--- src/rtl/ccff_chain_loader.sv ---
// Serialises bitstream words LSB-first onto the configuration flip-flop chain.
// One bit per enabled prog_clk cycle; stalls in LOAD on underflow; captures the parity of the displaced chain contents.
module ccff_chain_loader #(
    parameter int CHAIN_LEN = 2,
    parameter int WORD_W    = 8,
    parameter int CNT_W     = $clog2(CHAIN_LEN + 1)
) (
    input  logic              prog_clk,
    input  logic              prog_reset,
    input  logic              start,
    input  logic              abort,
    input  logic [WORD_W-1:0] bs_data,
    input  logic              bs_valid,
    output logic              bs_ready,
    input  logic              ccff_tail,
    output logic              ccff_head,
    output logic              chain_clk_en,
    output logic              busy,
    output logic              done,
    output logic              old_parity
);
    localparam int WL_W = $clog2(WORD_W + 1);

    typedef enum logic [1:0] {ST_IDLE, ST_LOAD, ST_SHIFT, ST_DONE} state_t;

    state_t            state_q, state_d;
    logic [WORD_W-1:0] shift_q, shift_d;
    logic [CNT_W-1:0]  bits_left_q, bits_left_d;
    logic [WL_W-1:0]   word_left_q, word_left_d;
    logic              parity_q, parity_d;
    logic              old_parity_q, old_parity_d;

    always_ff @(posedge prog_clk) begin
        if (prog_reset) begin
            state_q      <= ST_IDLE;
            shift_q      <= '0;
            bits_left_q  <= '0;
            word_left_q  <= '0;
            parity_q     <= 1'b0;
            old_parity_q <= 1'b0;
        end else begin
            state_q      <= state_d;
            shift_q      <= shift_d;
            bits_left_q  <= bits_left_d;
            word_left_q  <= word_left_d;
            parity_q     <= parity_d;
            old_parity_q <= old_parity_d;
        end
    end

    always_comb begin
        state_d      = state_q;
        shift_d      = shift_q;
        bits_left_d  = bits_left_q;
        word_left_d  = word_left_q;
        parity_d     = parity_q;
        old_parity_d = old_parity_q;
        if (abort) begin
            state_d = ST_IDLE;
        end else begin
            case (state_q)
                ST_IDLE, ST_DONE: begin
                    if (start) begin
                        state_d     = ST_LOAD;
                        bits_left_d = CNT_W'(CHAIN_LEN);
                        parity_d    = 1'b0;
                    end
                end
                ST_LOAD: begin
                    if (bs_valid) begin
                        state_d = ST_SHIFT;
                        shift_d = bs_data;
                        if (int'(bits_left_q) < WORD_W) begin
                            word_left_d = WL_W'(bits_left_q);
                        end else begin
                            word_left_d = WL_W'(WORD_W);
                        end
                    end
                end
                ST_SHIFT: begin
                    shift_d     = shift_q >> 1;
                    word_left_d = word_left_q - WL_W'(1);
                    bits_left_d = bits_left_q - CNT_W'(1);
                    parity_d    = parity_q ^ ccff_tail;
                    // Last bit of the word: keep it on ccff_head so the head holds while the chain is frozen.
                    if (word_left_q == WL_W'(1)) begin
                        shift_d = shift_q;
                        if (bits_left_q == CNT_W'(1)) begin
                            state_d      = ST_DONE;
                            old_parity_d = parity_q ^ ccff_tail;
                        end else begin
                            state_d = ST_LOAD;
                        end
                    end
                end
                default: state_d = ST_IDLE;
            endcase
        end
    end

    always_comb begin
        bs_ready     = (state_q == ST_LOAD);
        chain_clk_en = (state_q == ST_SHIFT);
        busy         = (state_q == ST_LOAD) || (state_q == ST_SHIFT);
        done         = (state_q == ST_DONE);
        ccff_head    = shift_q[0];
        old_parity   = old_parity_q;
    end
endmodule

--- config.mk ---
export PLATFORM = sky130hd
export DESIGN_NAME = ccff_chain_loader
export DESIGN_NICKNAME = d
export VERILOG_FILES = /design/src/rtl/ccff_chain_loader.sv
export SDC_FILE = /design/constraint.sdc
export NUM_CORES = 1
export LEC_CHECK = 0
export ABC_AREA = 0
export BUFFER_PORTS_ARGS = -buffer_cell sky130_fd_sc_hd__buf_2
export CAP_MARGIN = 20
export CORE_ASPECT_RATIO = 1.2
export CORE_MARGIN = 4
export CORE_UTILIZATION = 30
export CTS_CLUSTER_DIAMETER = 30
export DETAILED_ROUTE_END_ITERATION = 8
export SLEW_MARGIN = 5
export SYNTH_ARGS = -nofsm -noshare
export SYNTH_HDL_FRONTEND = slang
export SYNTH_SLANG_ARGS = --single-unit
--- constraint.sdc ---
create_clock -name prog_clk -period 4.1 [get_ports prog_clk]
set_input_delay 0.41 -clock prog_clk [delete_from_list [all_inputs] [get_ports prog_clk]]
set_output_delay 0.41 -clock prog_clk [all_outputs]
set_load 0.01 [all_outputs]
# Word level (Yosys, flattened, before mapping)
# Index checks and enable logic that the tools add are counted.
[word_totals]
ff_bits = 18
inputBits = 14
output_inout_bits = 6
wordCells = 44
[op_classes]
add_sub_neg = 2
n_eq_ne = 9
n_mux = 14
n_bitwise = 2
reduce_logical = 11
[op_table]
columns = ["op", "n"]
rows = [
  ["$mux W8", 2],
  ["$pmux W8 S2", 1],
  ["$mux W2", 5],
  ["$reduce_and A3 Y1", 3],
  ["$pmux W4 S2", 1],
  ["$reduce_and A4 Y1", 2],
  ["$ne A2 B2 Y1 const B", 3],
  ["$pmux W2 S3", 1],
  ["$eq A2 B1 Y1 const B", 2],
  ["$eq A2 B2 Y1 const B", 2],
  ["$eq A4 B1 Y1 const B", 1],
  ["$mux W4", 1],
  ["$pmux W2 S2", 1],
  ["$reduce_bool A2 Y1", 2],
  ["$reduce_or A2 Y1", 2],
  ["$sub A4 B1 Y4 const B", 1],
  ["$logic_not A2 Y1", 1],
  ["$ne A2 B1 Y1 const B", 1],
  ["$pmux W1 S2", 1],
  ["$sub A2 B1 Y2 const B", 1],
  ["$logic_or A1 B1 Y1", 1],
  ["$mux W1", 1],
  ["$not A1 Y1", 1],
  ["$xor A1 B1 Y1", 1],
]

# Depth between registers and ports, before layout
[depth]
ltp_word = 4
ltp_mapped = 6
mapped_depth_nobuf = 5

# Worst setup path before layout
# Ideal clock, no wire load.
[synth_timing]
path_kind = "register to register"
from = "register state_q[0]"
to = "register shift_q[0]"
setup_ns = 0.133
arrival_ns = 1.478
required_time_ns = 3.967
setup_slack_ns = 2.490
stages_incl_launch_ff = 7
n_path_buf = 1
period_less_slack_ns = 1.610
path_cell_list = "dfxtp_1 -> inv_1 -> ha_1 -> buf_2 -> mux2_2 -> nor4_1 -> nor3_1"
[synth_between]
elab_chain_len = 3
word_cells_on_any_way = 7
classes_between = "eq/ne (4); mux (1); reduce/logical (2)"
[synth_rtl]
columns = ["element", "line", "source"]
rows = [
  ["start, declared", "26", "state_t state_q, state_d;"],
  ["start signal, assigned", "42", "state_q <= state_d;"],
  ["$eq A2 B2 Y1 *", "-", ""],
  ["named net chain_clk_en", "17", "output logic chain_clk_en,"],
  ["$ne A2 B2 Y1 (no source line) or $reduce_bool A2 Y1 (tied branches)", "-", ""],
  ["$reduce_and A4 Y1 (no source line)", "-", ""],
  ["end signal, assigned", "43", "shift_q <= shift_d;"],
  ["end, declared", "27", "logic [WORD_W-1:0] shift_q, shift_d;"],
]
# Mark *: on every way through the listed nets, which the timed path passes. The rest lies on a longest branch.
# A chain may end at the register's enable or synchronous reset.

# Final worst setup path
[layout_timing]
from = "register state_q[0]"
to = "output port chain_clk_en"
[layout_between]
elab_chain_len = 1
[layout_rtl]
columns = ["element", "line", "source"]
rows = [
  ["$eq A2 B2 Y1", "103", "chain_clk_en = (state_q == ST_SHIFT);"],
  ["end, declared", "17", ""],
]
# No other way between the ends.

==> run_results.csv <==
group,metric,value,unit
outcome,status,"complete, no violations",
setup_path,cp-end-kind,"primary output",
synth,async_flop_share,0,%
synth,synth_compound_area_share,17.4,%
timing,worst_slew_pin_slew,0.608,ns
power_and_ir_drop,finalPower,0.359,mW
timing,fin_crit,1.92,ns
cts,cts_setup_buffers,0,
detailed_routing,drc_errors,0,
worst_hold_path,hp-class,"flop to flop",
cts,insertion_delay,0.25,ns
floorplan,io_pins,20,
global_route,grt_overflow,0,
synth,ys_seq_area_share,31.4,%
cts,cts_tree,"built",
power_and_ir_drop,p_leak,0.477,nW
timing,fmax,520,MHz
global_route,antenna_found_initial,0,
synth,synth-adder-area-share,8.71,%
setup_path,worstPathRequired,3.69,ns
finish,drive_gt1_share,24.6,%
detailed_routing,ant_nets,0,
setup_path,crit_type,"flop to primary output",
synth,synth_fp_nets,153,
cts,numCtsBuffers,3,
setup_path,setup.worst_path.start_class,"flop",
synth,synth_top_family_by_area,"simple AND/OR/NAND/NOR gates",
cts,cts_buffer_depth,2,
cts,clkSlewWorstSetupHoldPaths,0.07,ns
synth,synth_seq_cells,18,
detailed_routing,dr.pass1.iters,4,
global_route,grt_start_max_net_pins,19,
floorplan,start_util,31.4,%
timing,period_share,46.9,%
synth,synth_area_per_cell,8.77,sq um
global_route,grt_first_pass_wirelength,5020,um
floorplan,die_h,75.8,um
place,globalplace.congestion,0.797,
power_and_ir_drop,ir_worst_vdd,0.169,mV
synth,synth_mux_area_share,7.73,%
synth,yosysUniqueCellTypes,40,
timing,hold_viol,0,
run,maxCapViolCount,0,
detailed_routing,wl,2860,um
setup_path,arrival,1.51,ns
timing,clock_skew,0.00245,ns
finish,n_antenna_cell,0,
finish,syn_to_final_growth,12.6,%
synth,synth_area,0.00115,sq mm
synth,yosys.area_share.simple,26.5,%
floorplan,core,0.00366,sq mm
cts,cts_hold_buf,0,
synth,syn-instance-count,131,
synth,yosysWarningCount,0,
detailed_routing,num_vias,1052,
power_and_ir_drop,p_per_area,277,mW/mm^2
cts,cts_resized,0,
floorplan,die_w,64.5,um
cts,cts.sinks,18,
synth,synth_enable_flop_cells,0,
finish,nNetsFinal,166,
timing,tns,0,ns
timing,rsz0062_at_grt,"false",
synth,yosys.area_share.xor_xnor,0.763,%
global_route,first_global_vias,1117,
place,io_buffers,19,
detailed_routing,avgRoutedWirePerCell,14.7,um
cts,clock-root-buffer,"clkbuf_8",
floorplan,die_area,0.00489,sq mm
cts,cts_htree_levels,1,
timing,slew_headroom,59.5,%
detailed_routing,drt_iter0_drc,68,
synth,synth-main-ff-cell,"dfxtp_1",
timing,finalMaxSlewViolations,0,
setup_path,crit_path_max_fanout,15,
timing,finalSetupViolations,0,
detailed_routing,viasPerCell,5.42,
place,hpwlAfterDp,2030,um
global_route,track_usage,13.1,%
floorplan,num_rows,24,
==> cell usage in the layout (no fill, tap or decap), types with 2 or more instances in the layout <==
cell type / n
nor3_1: 9
nand2_1: 3
a21oi_1: 8
nand2b_1: 2
nor2_1: 2
nor4_1: 8
o31ai_1: 4
nand4b_1: 2
inv_1: 8
clkbuf_8: 3
mux2_2: 7
dfxtp_1: 18
nand4_1: 5
a31oi_1: 9
nor2b_1: 5
o21ai_0: 2
ha_1: 8
buf_2: 19
==> area by class of cell <==
cell class | count | area, sq um
Inverter | 8 | 30.0
Multi-Input combinational cell | 94 | 702
Clock buffer | 3 | 41.3
Fill cell | 414 | 2370
Sequential cell | 18 | 360
Tap cell | 52 | 65.1
Timing Repair Buffer | 19 | 95.1
==> worst paths after layout <==
kind | from | to | slack [ns] | cells after the start
max reg2reg | state_q[0]$_SDFFE_PP0P_ | shift_q[5]$_SDFFE_PP0P_ | 2.28 | 5
min reg2reg | shift_q[7]$_SDFFE_PP0P_ | shift_q[7]$_SDFFE_PP0P_ | 0.48 | 2
min | shift_q[7]$_SDFFE_PP0P_ | shift_q[7]$_SDFFE_PP0P_ | 0.48 | 2
max | state_q[0]$_SDFFE_PP0P_ | chain_clk_en | 2.18 | 3
==> worst max-delay path, stage by stage (launching register included) <==
cell and delay, ns:
dfxtp_1 0.36, inv_1 0.10, ha_1 0.55, buf_2 0.24
==> report_power, final <==
part,switching [mW],internal (mW)
clock network,0.0582,0.0653
registers,0.00410,0.181
logic,0.0294,0.0211
==> synth_stat cells, drive strengths merged (2+ instances only) <==
| master | instances | area share [%] |
|---|---|---|
| and2b | 2 | 1.4 |
| clkbuf | 2 | 0.65 |
| nand4b | 2 | 1.5 |
| ha | 8 | 8.7 |
| nor4 | 8 | 4.4 |
| mux2 | 7 | 6.9 |
| nand2 | 3 | 0.98 |
| a31oi | 9 | 4.9 |
| nand2b | 2 | 1.1 |
| o31ai | 4 | 2.6 |
| buf | 9 | 4.2 |
| nand4 | 5 | 2.7 |
| o21ai | 2 | 0.87 |
| dfxtp | 18 | 31 |
| inv | 8 | 2.6 |
| nor3 | 10 | 4.8 |
| nor2b | 5 | 2.7 |
| a211oi | 2 | 1.7 |
| nor2 | 3 | 1.2 |
| a21oi | 8 | 3.5 |
==> through the flow <==
stage / instances / hold slack, ns / setup slack (ns) / utilization, % / instance area [sq um]
6_report: 194 / 0.476 / 2.18 / 35.3 / 1290
2_1_floorplan: 131 / 0.441 / 2.49 / - / 1150
3_3_place_gp: 191 / 0.463 / 2.38 / 34.2 / 1250
4_1_cts: 194 / 0.488 / 2.18 / 35.3 / 1290
3_5_place_dp: 191 / 0.478 / 2.31 / 34.2 / 1250
5_1_grt: 194 / 0.523 / 2.09 / 35.3 / 1290
==> flip-flops by register name, indices dropped and copies added (netlist names) <==
register / count
old_parity: 1
word_left_q: 4
bits_left_q: 2
shift_q: 8
state_q: 2
parity_q: 1
==> per-layer routing <==
metal  share of wire [%]  routed length (um)  track usage [%]
met1                  44                1270             15.2
met2                  48                1370             23.3
met3                 6.6                 188             3.54
met4                0.98                  28             4.69
met5                   0                   0                0
==> kinds of logic after synthesis <==
group	count (synthesis)
flops	18
simple gates	47
xor+xnor	1
compound gates	30
buf+inv	19
fa+ha+maj	8
mux	8
(Power assumes the default switching activity.)
